--- config.mk ---
export PLATFORM = sky130hd
export DESIGN_NAME = nfc_atom_data_out
export DESIGN_NICKNAME = d
export VERILOG_FILES = /design/src/rtl/nfc_pkg.sv /design/src/rtl/nfc_we_pulse_timer.sv /design/src/rtl/nfc_atom_data_out.sv
export SDC_FILE = /design/constraint.sdc
export NUM_CORES = 1
export LEC_CHECK = 0
export BUFFER_PORTS_ARGS = -buffer_cell sky130_fd_sc_hd__buf_2
export CELL_PAD_IN_SITES_DETAIL_PLACEMENT = 2
export CELL_PAD_IN_SITES_GLOBAL_PLACEMENT = 2
export CORE_UTILIZATION = 28
export DETAILED_ROUTE_END_ITERATION = 8
export PLACE_DENSITY = 0.8
export SLEW_MARGIN = 5
export SYNTH_ARGS = -nofsm -noshare
export SYNTH_HDL_FRONTEND = slang
export SYNTH_HIERARCHICAL = 1
export SYNTH_SLANG_ARGS = --single-unit
--- constraint.sdc ---
create_clock -name iSystemClock -period 2.4 [get_ports iSystemClock]
set_input_delay 0.24 -clock iSystemClock [delete_from_list [all_inputs] [get_ports iSystemClock]]
set_output_delay 0.24 -clock iSystemClock [all_outputs]
set_load 0.05 [all_outputs]
--- src/rtl/nfc_pkg.sv ---
// -----------------------------------------------------------------------------
// nfc_pkg
// Definitions shared by the NFC atomic command generators (ACG).
//   - ACG command vector bit indices (CA, DOA, DI)
//   - default WE# pulse timing counts
//   - one-hot state encoding of the data-out atom FSM
// No ports (package).
// -----------------------------------------------------------------------------
package nfc_pkg;

    // Bit positions inside the 8-bit ACG command vector
    localparam int unsigned CmdBitCA  = 6;
    localparam int unsigned CmdBitDOA = 5;
    localparam int unsigned CmdBitDI  = 4;

    // Default WE# timing in system clock cycles (tWP low, tWH/tDH high)
    localparam int unsigned DefaultWELowCycles  = 2;
    localparam int unsigned DefaultWEHighCycles = 2;

    // Data-out atom FSM states, one-hot
    localparam logic [6:0] StIdle   = 7'b000_0001;
    localparam logic [6:0] StFetch  = 7'b000_0010;
    localparam logic [6:0] StHiLow  = 7'b000_0100;
    localparam logic [6:0] StHiHigh = 7'b000_1000;
    localparam logic [6:0] StLoLow  = 7'b001_0000;
    localparam logic [6:0] StLoHigh = 7'b010_0000;
    localparam logic [6:0] StDone   = 7'b100_0000;

endpackage

--- src/rtl/nfc_we_pulse_timer.sv ---
// -----------------------------------------------------------------------------
// nfc_we_pulse_timer
// Times the low and high halves of one WE# byte strobe.
// Ports:
//   clk_i        system clock
//   rst_i        synchronous active-high reset
//   lowPhase_i   FSM is in a WE#-low phase (start of a phase restarts the count)
//   highPhase_i  FSM is in a WE#-high phase
//   weN_o        WE#, active low
//   phaseDone_o  last cycle of the current low/high phase
// -----------------------------------------------------------------------------
module nfc_we_pulse_timer #(
    parameter int LowCycles  = 2,
    parameter int HighCycles = 2
) (
    input  logic clk_i,
    input  logic rst_i,
    input  logic lowPhase_i,
    input  logic highPhase_i,
    output logic weN_o,
    output logic phaseDone_o
);

    localparam logic [15:0] LowLast  = 16'(LowCycles - 1);
    localparam logic [15:0] HighLast = 16'(HighCycles - 1);

    logic [15:0] cnt_q, cnt_d;
    logic        limitHit;

    // A phase ends once the counter reaches its length minus one
    always_comb begin
        limitHit = 1'b0;
        if (lowPhase_i) begin
            limitHit = (cnt_q == LowLast);
        end else if (highPhase_i) begin
            limitHit = (cnt_q == HighLast);
        end
    end

    // Counter restarts at each phase boundary so the FSM never has to load it
    always_comb begin
        cnt_d = cnt_q + 16'd1;
        if (!(lowPhase_i || highPhase_i) || limitHit) begin
            cnt_d = 16'd0;
        end
    end

    always_ff @(posedge clk_i) begin
        if (rst_i) begin
            cnt_q <= 16'd0;
        end else begin
            cnt_q <= cnt_d;
        end
    end

    assign weN_o       = ~lowPhase_i;
    assign phaseDone_o = limitHit;

endmodule

--- src/rtl/nfc_atom_data_out.sv ---
// -----------------------------------------------------------------------------
// nfc_atom_data_out
// Data-out atomic generator: fetches 16-bit words from the ACG write stream and
// drives them high byte first onto the NAND DQ bus with timed WE# pulses.
// Optional feature macro: NFC_DOA_CHECKSUM_EN (running XOR of bytes sent on
// oChecksum; when undefined oChecksum is tied to zero).
// Ports:
//   iSystemClock / iReset      clock, synchronous active-high reset
//   iCommand                   ACG command vector, bit CommandBit starts the atom
//   iTargetWay / iNumOfData    way mask (active low) and byte count, latched at start
//   oReady / oLastStep         idle indication, one-cycle completion pulse
//   iWriteData/Last/Valid      write stream word, last marker, valid
//   oWriteReady                word consumed this cycle
//   oError                     sticky WriteLast/count mismatch
//   oChecksum                  XOR of bytes driven
//   oPO_*                      NAND pad outputs (DQ, DQOE, CE#, WE#, CLE, ALE)
// -----------------------------------------------------------------------------
module nfc_atom_data_out
    import nfc_pkg::*;
#(
    parameter int NumberOfWays = 4,
    parameter int CommandBit   = 5,
    parameter int WELowCycles  = 2,
    parameter int WEHighCycles = 2
) (
    input  logic                    iSystemClock,
    input  logic                    iReset,
    input  logic [7:0]              iCommand,
    input  logic [NumberOfWays-1:0] iTargetWay,
    input  logic [15:0]             iNumOfData,
    output logic                    oReady,
    output logic                    oLastStep,
    input  logic [15:0]             iWriteData,
    input  logic                    iWriteLast,
    input  logic                    iWriteValid,
    output logic                    oWriteReady,
    output logic                    oError,
    output logic [7:0]              oChecksum,
    output logic [7:0]              oPO_DQ,
    output logic                    oPO_DQOE,
    output logic [NumberOfWays-1:0] oPO_ChipEnable,
    output logic                    oPO_WriteEnable,
    output logic                    oPO_CLE,
    output logic                    oPO_ALE
);

    logic [6:0]              state_q, state_d;
    logic [NumberOfWays-1:0] way_q, way_d;
    logic [15:0]             remain_q, remain_d;
    logic [15:0]             word_q, word_d;
    logic                    error_q, error_d;
    logic                    writeReady;
    logic                    startAccept;
    logic                    hiPhase, loPhase;
    logic                    phaseDone;
    logic                    unusedCmd;

    assign unusedCmd   = ^iCommand;
    assign startAccept = (state_q == StIdle) && iCommand[CommandBit];
    assign hiPhase     = (state_q == StHiLow) || (state_q == StHiHigh);
    assign loPhase     = (state_q == StLoLow) || (state_q == StLoHigh);

    nfc_we_pulse_timer #(
        .LowCycles  (WELowCycles),
        .HighCycles (WEHighCycles)
    ) u_weTimer (
        .clk_i       (iSystemClock),
        .rst_i       (iReset),
        .lowPhase_i  ((state_q == StHiLow) || (state_q == StLoLow)),
        .highPhase_i ((state_q == StHiHigh) || (state_q == StLoHigh)),
        .weN_o       (oPO_WriteEnable),
        .phaseDone_o (phaseDone)
    );

    // Next-state logic. remain counts bytes not yet claimed by a phase; it is
    // decremented when the high byte is claimed (FETCH) and when the low byte
    // is claimed (leaving HI_HIGH), so it only decrements while non-zero.
    // A word is the final one when at most two bytes remain as it is fetched.
    always_comb begin
        state_d    = state_q;
        way_d      = way_q;
        remain_d   = remain_q;
        word_d     = word_q;
        error_d    = error_q;
        writeReady = 1'b0;
        case (state_q)
            StIdle: begin
                if (iCommand[CommandBit]) begin
                    way_d    = iTargetWay;
                    remain_d = iNumOfData;
                    error_d  = 1'b0;
                    state_d  = (iNumOfData == 16'd0) ? StDone : StFetch;
                end
            end
            StFetch: begin
                writeReady = iWriteValid;
                if (iWriteValid) begin
                    word_d   = iWriteData;
                    remain_d = remain_q - 16'd1;
                    if ((iWriteLast && (remain_q > 16'd2)) ||
                        (!iWriteLast && (remain_q <= 16'd2))) begin
                        error_d = 1'b1;
                    end
                    state_d = StHiLow;
                end
            end
            StHiLow: begin
                if (phaseDone) state_d = StHiHigh;
            end
            StHiHigh: begin
                if (phaseDone) begin
                    if (remain_q == 16'd0) begin
                        state_d = StDone;
                    end else begin
                        remain_d = remain_q - 16'd1;
                        state_d  = StLoLow;
                    end
                end
            end
            StLoLow: begin
                if (phaseDone) state_d = StLoHigh;
            end
            StLoHigh: begin
                if (phaseDone) state_d = (remain_q == 16'd0) ? StDone : StFetch;
            end
            StDone: begin
                state_d = StIdle;
            end
            default: begin
                state_d = StIdle;
            end
        endcase
    end

    always_ff @(posedge iSystemClock) begin
        if (iReset) begin
            state_q  <= StIdle;
            way_q    <= '1;
            remain_q <= 16'd0;
            word_q   <= 16'd0;
            error_q  <= 1'b0;
        end else begin
            state_q  <= state_d;
            way_q    <= way_d;
            remain_q <= remain_d;
            word_q   <= word_d;
            error_q  <= error_d;
        end
    end

`ifdef NFC_DOA_CHECKSUM_EN
    logic [7:0] checksum_q, checksum_d;

    // A byte counts as driven on the WE# rising edge, i.e. at the end of its low phase
    always_comb begin
        checksum_d = checksum_q;
        if (startAccept) begin
            checksum_d = 8'h00;
        end else if (phaseDone && (state_q == StHiLow)) begin
            checksum_d = checksum_q ^ word_q[15:8];
        end else if (phaseDone && (state_q == StLoLow)) begin
            checksum_d = checksum_q ^ word_q[7:0];
        end
    end

    always_ff @(posedge iSystemClock) begin
        if (iReset) begin
            checksum_q <= 8'h00;
        end else begin
            checksum_q <= checksum_d;
        end
    end

    assign oChecksum = checksum_q;
`else
    assign oChecksum = 8'h00;
`endif

    // oReady stays high in DONE so it coincides with oLastStep
    assign oReady         = (state_q == StIdle) || (state_q == StDone);
    assign oLastStep      = (state_q == StDone);
    assign oWriteReady    = writeReady;
    assign oError         = error_q;
    assign oPO_DQ         = hiPhase ? word_q[15:8] : (loPhase ? word_q[7:0] : 8'h00);
    assign oPO_DQOE       = hiPhase || loPhase;
    assign oPO_ChipEnable = ((state_q == StIdle) || (state_q == StDone)) ? '1 : way_q;
    assign oPO_CLE        = 1'b0;
    assign oPO_ALE        = 1'b0;

endmodule

==> results of run 1 <==
cell families after synthesis:
group	Yosys count
AOI/OAI and AO/OA	103
xor gates and xnor gates	16
adders and majority gates	5
buffers and inverters	54
DFF	60
muxes	2
other	1
and+or+nand+nor	197
path summary, 6_finish.rpt:
| check | startpoint | to | cells after the start |
|---|---|---|---|
| worst max-delay path | state_q[4] | oPO_ChipEnable[2] | 5 |
| worst min-delay path | iTargetWay[0] | way_q[0] | 3 |
| worst max register to register | state_q[0] | remain_q[2] | 9 |
| worst min register to register | word_q[3] | word_q[3] | 2 |
through the flow:
step	power, mW	cells
floorplan	1.87	447
global placement	2.17	652
detailed placement	2.21	652
CTS	3.49	669
global route	3.75	679
finish	3.55	679
where the power goes:
group          total (mW)  switching [mW]  internal [mW]
clock network        1.24           0.466          0.776
registers            1.17          0.0912           1.08
logic                1.14           0.701          0.435
total                3.55            1.26           2.29
metal layers:
metal	share of wire (%)	global-route usage, %
met1	42	22.2
met3	2.9	5.08
met2	54	37.5
met5	0	0
met4	1.6	5.80
area by class of cell:
class / count / area (um^2) / share of cell area [%]
Inverter: 9 / 33.8 / 0.745
Sequential cell: 60 / 1200 / 26.5
Clock buffer: 12 / 267 / 5.87
Multi-Input combinational cell: 333 / 2180 / 48.0
Clock inverter: 4 / 22.5 / 0.496
Timing Repair Buffer: 93 / 623 / 13.7
Tap cell: 168 / 210 / 4.63
state kept, by name (all words and copies together), names as in the netlist:
register,cells
word_q,16
state_q,7
u_weTimer/cnt_q,16
oError,1
remain_q,16
way_q,4
critical path: stages, from the launching register on:
cell,delay (ns)
dfxtp_2,0.39
or4_4,0.61
nor3_1,0.23
buf_4,0.19
or3_1,0.12
buf_2,0.26
placed cells by master (no fill, tap or decap), types with 4 or more instances in the layout:
cell | synthesis | final
o311ai_1 | 10 | 8
nor3_1 | 13 | 13
nor4_1 | 19 | 17
inv_1 | 8 | 8
xor2_1 | 10 | 10
clkbuf_16 | 0 | 9
buf_6 | 4 | 8
dfxtp_1 | 60 | 58
a22o_1 | 8 | 8
nand4_1 | 9 | 9
a21oi_1 | 37 | 37
o21ai_0 | 5 | 5
nor2_1 | 42 | 39
o31ai_2 | 10 | 10
xnor2_1 | 6 | 6
conb_1 | 1 | 10
and2_1 | 4 | 4
buf_4 | 11 | 34
nand2_1 | 35 | 35
or4_1 | 5 | 4
o31ai_1 | 5 | 5
buf_2 | 8 | 47
or3_1 | 11 | 9
ha_1 | 5 | 5
nor3b_1 | 5 | 5
o311ai_2 | 0 | 4
nand3_1 | 29 | 29
timing repair:
item | CTS | global route
pin swaps | 4 | 5
setup buffers | 1 | 10
setup endpoints to repair | 14 | 29
gates resized for setup | 19 | 18
==> metrics.md, run 1 <==
| Metric | Value |
|---|---|
| Status | finished clean |
| Setup-failing EPs final | 0 |
| Number of synthesized flops with an enable pin | 0 |
| Syn_area_per_cell | 8.07 um^2 |
| Setup TNS Final | 0 ns |
| CTS tree | built |
| Post-synth top flop | dfxtp_1 |
| Fillers | 1420 |
| Core area | 12200 um^2 |
| Final GP Congestion | 0.819 |
| Simple-Gate Fraction of Synth Area | 29.9% |
| Most common cell in the netlist | dfxtp_1 |
| R2R setup slack | 0.08 ns |
| Nets | 559 |
| Max cap viols | 0 |
| Die area | 13100 um^2 |
| Worst skew pair latency | 0.34 ns |
| Post-synth top area cell | dfxtp_1 |
| Per-cell routed wire length | 18.9 um |
| Starting Density | 29.1% |
| Clock-pin transition on the worst setup and hold timing paths | 0.05 ns |
| Synth Area in Compound Gates | 21.7% |
| Detailed Routing Iterations Pass 1 | 4 |
| Crit path max fanout | 9 |
| Unrepaired setup endpoints after global routing | yes |
| WL final | 12.8 mm |
| Slew @ Worst Pin | 0.962 ns |
| Placed cell area | 4030 um^2 |
| Worst ir drop on vdd | 0.000521 V |
| Vias | 3625 |
| Top post-synthesis cells by count | dfxtp_1 (60), nor2_1 (42), a21oi_1 (37) |
| Synth Area in XOR/XNOR | 3.96% |
| Tot GR Track Use | 20.1% |
| Hold Crit Class | in2reg |
| Antenna violations before repair | 0 |
| Htree depth | 3 |
| Leakage | 1.72 nW |
| Total CTS buffers | 9 |
| First-pass GRT wire length | 20.1 mm |
| Clk sink count | 60 |
| Adder-Cell Fraction of Synth Area | 1.77% |
| Largest cells by area after synthesis | dfxtp_1 (34%), a21oi_1 (5.2%), nor2_1 (4.5%), nand3_1 (4.1%), nand2_1 (3.7%) |
| Synth top area share | 34.0% |
| Layout cells sized above 1 | 28.6% |
| Cell count after synthesis | 438 |
| # rows | 40 |
| Diodes inserted | 0 |
| Critical setup path kind | reg2out |
| Hold Fails Final Rpt | 0 |
| Slew headroom | 35.8% |
| Min Tclk post-route | 2.37 ns |
| CTS root buf | clkbuf_16 |
| Largest net degree at the start of global routing | 40 |
| Cell variety after synth | 61 |
| Final Util | 37.3% |
| PwrDens | 782 nW/um^2 |
| Post-route setup slack | 0.0306 ns |
| Port bufs | 58 |
| DRC viols | 0 |
| Largest family of logic cells by synthesized area | simple AND/OR/NAND/NOR gates |
| Die span in y | 114 um |
| Min Hold Slack | 0.152 ns |
| FF+latch count, synth | 60 |
| Vias in the first global route | 3920 |
| Routed Antenna Nets | 0 |
| CTS Buffer Depth | 2 |
| Worst clock skew | 0.00764 ns |
| Final HPWL DP | 8.63 mm |
| Critical Path End Type | primary output |
| Worst EP required | 2.16 ns |
| Crit share post-route | 98.7% |
| FFs w/ async S/R, synth | 0% |
| Register area share after synthesis | 34.0% |
| Hold_buf cts | 0 |
| Vias/cell | 5.34 |
| Mapped Area | 3530 um^2 |
| Worst setup SP type | flip-flop |
| Die width | 114 um |
| Achievable frequency | 422 MHz |
| # IOs | 76 |
| Overflow after GRT | 0 |
| Area Growth Syn to Fin | 28.4% |
| Post-synthesis mux area share | 0.566% |
| Synth warn | 6 |
| Design Area, Final | 4540 um^2 |
| Pre-CTS WS | 0.0711 ns |
| Iteration-0 DRC Markers | 179 |
| CP arrival | 2.13 ns |
| Max-slew violations | 0 |
No activity file was read; power rests on OpenSTA's default activity.
==> run 2: changes to the inputs <==
--- a/config.mk
+++ b/config.mk
@@ -5,12 +5,13 @@
 export SDC_FILE = /design/constraint.sdc
 export NUM_CORES = 1
 export LEC_CHECK = 0
+export ABC_AREA = 1
 export BUFFER_PORTS_ARGS = -buffer_cell sky130_fd_sc_hd__buf_2
 export CELL_PAD_IN_SITES_DETAIL_PLACEMENT = 2
 export CELL_PAD_IN_SITES_GLOBAL_PLACEMENT = 2
-export CORE_UTILIZATION = 28
+export CORE_UTILIZATION = 26
 export DETAILED_ROUTE_END_ITERATION = 8
-export PLACE_DENSITY = 0.8
+export PLACE_DENSITY = 0.82
 export SLEW_MARGIN = 5
 export SYNTH_ARGS = -nofsm -noshare
 export SYNTH_HDL_FRONTEND = slang
==> run 2 against run 1 <==
Compared with the run above:
- clock-buffer cell count down 3
- register-to-register slack better by 0.05 ns
- final area up 1.6%
- cell count up 26%
- first-iteration DRC count down 39%
- critical path depth up 14
- flip-flop and latch count unchanged
- clock skew down 0.00069 ns
- hold slack worse by 0.038 ns
- critical endpoint is now state_q[5]
==> metrics.md, run 2 <==
| Metric | Value |
|---|---|
| Leakage | 2.11 nW |
| # IOs | 76 |
| Status | finished clean |
| Worst clock skew | 0.00695 ns |
| Crit share post-route | 94.7% |
| Syn_area_per_cell | 6.09 um^2 |
| # rows | 42 |
| Tot GR Track Use | 19.4% |
| Antenna violations before repair | 0 |
| Core area | 13500 um^2 |
| R2R setup slack | 0.13 ns |
| Post-synthesis mux area share | 0% |
| Most common cell in the netlist | nand2_1 |
| Min-Delay Endpoint | way_q[0] |
| Hold_buf cts | 0 |
| Detailed Routing Iterations Pass 1 | 4 |
| WL final | 13.9 mm |
| Post-synth top area cell | dfxtp_1 |
| Setup-failing EPs final | 0 |
| Hold Path Origin | iTargetWay[0] |
| Fillers | 1687 |
| CTS root buf | clkbuf_16 |
| Worst setup SP type | flip-flop |
| Overflow after GRT | 0 |
| Iteration-0 DRC Markers | 110 |
| Min Tclk post-route | 2.27 ns |
| Routed Antenna Nets | 0 |
| Worst hold path depth | 3 |
| Worst ir drop on vdd | 0.000448 V |
| Hold Fails Final Rpt | 0 |
| Total CTS buffers | 9 |
| Most common cell after layout, fill and taps aside | nand2_1 |
| CTS tree | built |
| First-pass GRT wire length | 21.7 mm |
| Post-synth top flop | dfxtp_1 |
| Synth top area share | 32.9% |
| Placed cell area | 4130 um^2 |
| Critical setup path kind | reg2reg |
| Synth Area in XOR/XNOR | 2.40% |
| CTS Buffer Depth | 2 |
| Die area | 14500 um^2 |
| Design Area, Final | 4610 um^2 |
| Nets | 728 |
| Critical R2R Capture | state_q[5] |
| Max-slew violations | 0 |
| Per-cell routed wire length | 16.3 um |
| CP arrival | 2.54 ns |
| FF+latch count, synth | 60 |
| Clock-pin transition on the worst setup and hold timing paths | 0.06 ns |
| Cell variety after synth | 28 |
| Largest family of logic cells by synthesized area | simple AND/OR/NAND/NOR gates |
| Most frequent cells in the layout | nand2_1 (171), nor2_1 (118), buf_2 (57) |
| Mapped Area | 3650 um^2 |
| Worst-case reg-to-reg path depth | 19 |
| Vias in the first global route | 4505 |
| Register area share after synthesis | 32.9% |
| Die span in y | 120 um |
| Starting Density | 27.1% |
| Die width | 120 um |
| Top post-synthesis cells by count | nand2_1 (177), nor2_1 (124), dfxtp_1 (60) |
| Area Growth Syn to Fin | 26.5% |
| Synth warn | 6 |
| Hold Crit Class | in2reg |
| Vias | 4069 |
| Htree depth | 3 |
| Achievable frequency | 440 MHz |
| Min Hold Slack | 0.114 ns |
| Number of synthesized flops with an enable pin | 0 |
| Max cap viols | 0 |
| Simple-Gate Fraction of Synth Area | 44.3% |
| Diodes inserted | 0 |
| Critical Path End Type | flip-flop |
| Largest regs | remain_q: 16 flops, u_weTimer/cnt_q: 16 flops, word_q: 16 flops |
| Synth Area in Compound Gates | 7.76% |
| Port bufs | 58 |
| Largest net degree at the start of global routing | 31 |
| Vias/cell | 4.75 |
| Final GP Congestion | 0.813 |
| Worst EP required | 2.67 ns |
| Crit Reg-Reg Startpoint | state_q[1] |
| PwrDens | 875 nW/um^2 |
| Crit path max fanout | 4 |
| Adder-Cell Fraction of Synth Area | 1.72% |
| Largest cells by area after synthesis | dfxtp_1 (33%), nand2_1 (18%), nor2_1 (13%), nand3_1 (6.0%), inv_1 (6.0%) |
| Cell count after synthesis | 599 |
| Layout cells sized above 1 | 22.4% |
| Worst skew pair latency | 0.34 ns |
| Clk sink count | 60 |
| FFs w/ async S/R, synth | 0% |
| Final HPWL DP | 9.77 mm |
| DRC viols | 0 |
## run 2: cell types whose count changed after synthesis, sizes merged, moves of 10 or more
cell,previous run,this run
clkbuf,21,2
o31ai,15,0
o21ai,7,23
or3,12,0
nor3,14,4
nand2,35,184
o311ai,13,0
nor4,19,0
nor2,42,131
inv,9,65
nand3,31,47
## run 2: area by class of cell
| class | count | area (um^2) | area share, % |
|---|---|---|---|
| multi-input combinational | 461 | 2180 | 47.4 |
| sequential | 60 | 1210 | 26.3 |
| timing repair buffer | 77 | 439 | 9.53 |
| inverter | 66 | 248 | 5.37 |
| clock buffer | 9 | 225 | 4.88 |
| tap | 176 | 220 | 4.78 |
| clock inverter | 7 | 83.8 | 1.82 |
## run 2: metal layers
layer  track usage (%)  vias up  share of wire, %
li1                  -     1986                 -
met2              37.7       52                56
met4              5.63        0               1.4
met3              4.72       15               2.8
met1              20.3     2016                40
met5                 0        -                 0
## run 2: repair_timing
item | 4_1_cts | 5_1_grt
buffers inserted | 0 | 8
endpoints found under the hold margin | 0 | 0
setup endpoints to repair | 15 | 31
pin swaps | 0 | 11
resized for setup | 6 | 30
## run 2: report_power, final
part / total [mW] / leakage [nW] / switching (mW) / internal, mW
clock network: 1.37 / 0.149 / 0.551 / 0.822
registers: 1.26 / 0.492 / 0.136 / 1.12
logic: 1.40 / 1.47 / 0.984 / 0.419
## run 2: worst max path at each step
stage | from | endpoint | slack (ns) | depth (start not counted)
after floorplan | state_q[0] | oPO_ChipEnable[0] | 0.14 | 6
after global placement | state_q[0] | state_q[6] | 0.11 | 15
after detailed placement | state_q[0] | state_q[6] | -0.11 | 15
after CTS | state_q[0] | oPO_DQ[1] | 0.009 | 10
after global routing | state_q[4] | state_q[5] | -0.08 | 18
final | state_q[1] | state_q[5] | 0.13 | 19
## run 2: cells by family after synthesis
logic type               Yosys count
AND/OR/NAND/NOR                  380
adder cells (fa/ha/maj)            5
XOR/XNOR                          10
other                              1
buffers and inverters             87
AO/OA/AOI/OAI                     56
flip-flops                        60
## run 2: metrics by stage
step / cells / util [%] / worst slack (ns) / total power, mW / setup TNS (ns)
final: 856 / 34.3 / 0.127 / 4.04 / 0
after global placement: 832 / 30.7 / 0.109 / 2.53 / 0
after CTS: 848 / 33.2 / 0.00907 / 4.05 / 0
after detailed placement: 832 / 30.7 / -0.105 / 2.62 / -0.203
after floorplan: 608 / - / 0.139 / 2.26 / 0
after global routing: 856 / 34.3 / -0.0796 / 4.30 / -0.0950
## run 2: critical path, stage by stage (launching register included)
cell and delay [ns]:
dfxtp_2 0.35, inv_2 0.09, nand2_4 0.07, nor2_4 0.12
nand2_2 0.08, inv_2 0.09, nor2_1 0.06, inv_1 0.06
nor2_1 0.05, nor2_1 0.13, nand3_2 0.11, inv_2 0.07
inv_1 0.07, buf_4 0.15, nand2_2 0.09, nand2_2 0.08
nor2_4 0.17, buf_4 0.14, nand3_1 0.07, a21oi_2 0.16
==> run 3: changes to the inputs <==
--- a/config.mk
+++ b/config.mk
@@ -12,6 +12,7 @@
 export CORE_UTILIZATION = 26
 export DETAILED_ROUTE_END_ITERATION = 8
 export PLACE_DENSITY = 0.82
+export RECOVER_POWER = 25
 export SLEW_MARGIN = 5
 export SYNTH_ARGS = -nofsm -noshare
 export SYNTH_HDL_FRONTEND = slang
==> run 3 against run 2 <==
Compared with the run above:
- register-to-register slack hardly changed
- global-route usage did not move
- clock skew barely moved
- cell count unchanged
- non-clock buffer count unchanged
- worst setup slack gained 0.014 ns
- combinational power is essentially flat
- clock-buffer cell count unchanged
- flip-flop and latch count stayed put
- utilization decreased by 0.093 points
==> metrics.md, run 3 (synthesis results as in run 2) <==
| Metric | Value |
|---|---|
| Status | finished clean |
| Detailed Routing Iterations Pass 1 | 4 |
| Total chip power | 4.03 mW |
| Antenna violations before repair | 0 |
| Worst setup SP type | flip-flop |
| Crit path cell chain | inv_2 > nand2_4 > nor2_4 > nand2_2 > inv_2 > nor2_1 > inv_1 > nor2_1 > nor2_1 > nand3_2 > inv_2 > inv_1 > buf_4 > nand2_2 > nand2_2 > nor2_4 > buf_4 > nand3_1 > a21oi_2 |
| Clk pwr share | 34.1% |
| Vias in the first global route | 4505 |
| Achievable frequency | 443 MHz |
| Final GP Congestion | 0.813 |
| Hold Crit Class | in2reg |
| Layout Cells excl Fill | 856 |
| Die span in y | 120 um |
| Area Growth Syn to Fin | 26.1% |
| Sw Pwr | 1.67 mW |
| P_int | 2.36 mW |
| Clock-pin transition on the worst setup and hold timing paths | 0.06 ns |
| Slew @ Worst Pin | 0.636 ns |
| Placed insts | 832 |
| Leakage | 2.10 nW |
| Routed Antenna Nets | 0 |
| Final HPWL DP | 9.77 mm |
| Critical setup path kind | reg2reg |
| Largest regs | remain_q: 16 flops, u_weTimer/cnt_q: 16 flops, word_q: 16 flops |
| Die width | 120 um |
| WL final | 13.9 mm |
| Area of the multi-input gates | 2180 um^2 |
| # IOs | 76 |
| Worst skew pair latency | 0.34 ns |
| CTS Buffer Depth | 2 |
| Hold Fails Final Rpt | 0 |
| Tot GR Track Use | 19.4% |
| Worst ir drop on vdd | 0.000448 V |
| Hold_buf cts | 0 |
| Layout cells sized above 1 | 21.8% |
| Clk sink count | 60 |
| Per-cell routed wire length | 16.3 um |
| DRC viols | 0 |
| Nets | 728 |
| Htree depth | 3 |
| CTS tree | built |
| Largest net degree at the start of global routing | 31 |
| Combinational Power Share | 34.7% |
| Diodes inserted | 0 |
| Crit share post-route | 94.1% |
| Crit path max fanout | 5 |
| Starting Density | 27.1% |
| First-pass GRT wire length | 21.7 mm |
| Worst clock skew | 0.00704 ns |
| CP arrival | 2.52 ns |
| Max stage delay on crit path | 0.36 ns |
| Min Tclk post-route | 2.26 ns |
| Critical Path End Type | flip-flop |
| Net Sw Frac | 41.5% |
| Overflow after GRT | 0 |
| Most common cell after layout, fill and taps aside | nand2_1 |
| Fillers | 1690 |
| Seq pwr share | 31.3% |
| Slowest cell on crit path | dfxtp_4 |
| Die area | 14500 um^2 |
| Max cap viols | 0 |
| Port bufs | 58 |
| Most frequent cells in the layout | nand2_1 (172), nor2_1 (119), inv_1 (56), buf_2 (56), dfxtp_1 (54) |
| Total CTS buffers | 9 |
| Worst EP required | 2.67 ns |
| Iteration-0 DRC Markers | 114 |
| Vias | 4069 |
| Vias/cell | 4.75 |
| PwrDens | 876 nW/um^2 |
| # rows | 42 |
| Setup-failing EPs final | 0 |
| Register area | 1210 um^2 |
| Slew headroom | 57.5% |
| Max-slew violations | 0 |
| CTS root buf | clkbuf_16 |
| Core area | 13500 um^2 |
[run 3: changes by cell type in the layout (fill, tap and decap cells not counted), sizes merged]
cell / delta
buf: -3
clkbuf: +3
[run 3: cell type report]
cell class	count	area share, %
Tap cell	176	4.79
Multi-Input combinational cell	461	47.4
Clock inverter	7	1.82
Timing Repair Buffer	77	9.39
Clock buffer	9	4.90
Sequential cell	60	26.3
Inverter	66	5.39
[run 3: repair_timing]
action,4_1_cts,5_1_grt
setup buffers,0,8
gates resized for setup,6,30
pin swaps,0,11
gates cloned,0,0
endpoints found under the setup margin,15,31
hold endpoints to repair,0,0
[run 3: power groups by stage]
stage	sequential, mW	combinational [mW]	clock, mW
global placement	1.26	1.27	0
detailed placement	1.27	1.35	0
finish	1.26	1.40	1.37
floorplan	1.24	1.02	0
CTS	1.25	1.38	1.42
global route	1.27	1.58	1.45
[run 3: critical path: cells and delay by family, from the launching register on]
family                 cells  cell delay, ns
and+or+nand+nor           11            1.02
buffers and inverters      7            0.66
DFF                        1            0.36
AOI/OAI and AO/OA          1            0.16
[run 3: final timing paths]
check	from	depth (start not counted)	endpoint	slack [ns]
setup / recovery	state_q[0]	19	state_q[5]	0.14
setup reg to reg	state_q[0]	19	state_q[5]	0.14
hold reg to reg	way_q[3]	2	way_q[3]	0.46
hold / removal	iTargetWay[0]	3	way_q[0]	0.11
[run 3: metal layers]
metal | vias up | GRT usage (%) | part of all wire (%)
met5 | - | 0 | 0
met4 | 0 | 5.63 | 1.4
met3 | 15 | 4.72 | 2.8
met2 | 55 | 37.7 | 56
met1 | 2012 | 20.3 | 40
li1 | 1987 | - | -
[run 3: per-stage QoR]
stage               hold WS, ns  cell area [um^2]  util, %  setup slack, ns  TNS, ns
floorplan                 0.309              3680        -            0.139        0
global placement          0.434              4130     30.7            0.109        0
detailed placement        0.450              4130     30.7           -0.105   -0.203
CTS                       0.102              4470     33.2          0.00907        0
global route              0.106              4600     34.2          -0.0651  -0.0651
finish                    0.114              4600     34.2            0.141        0
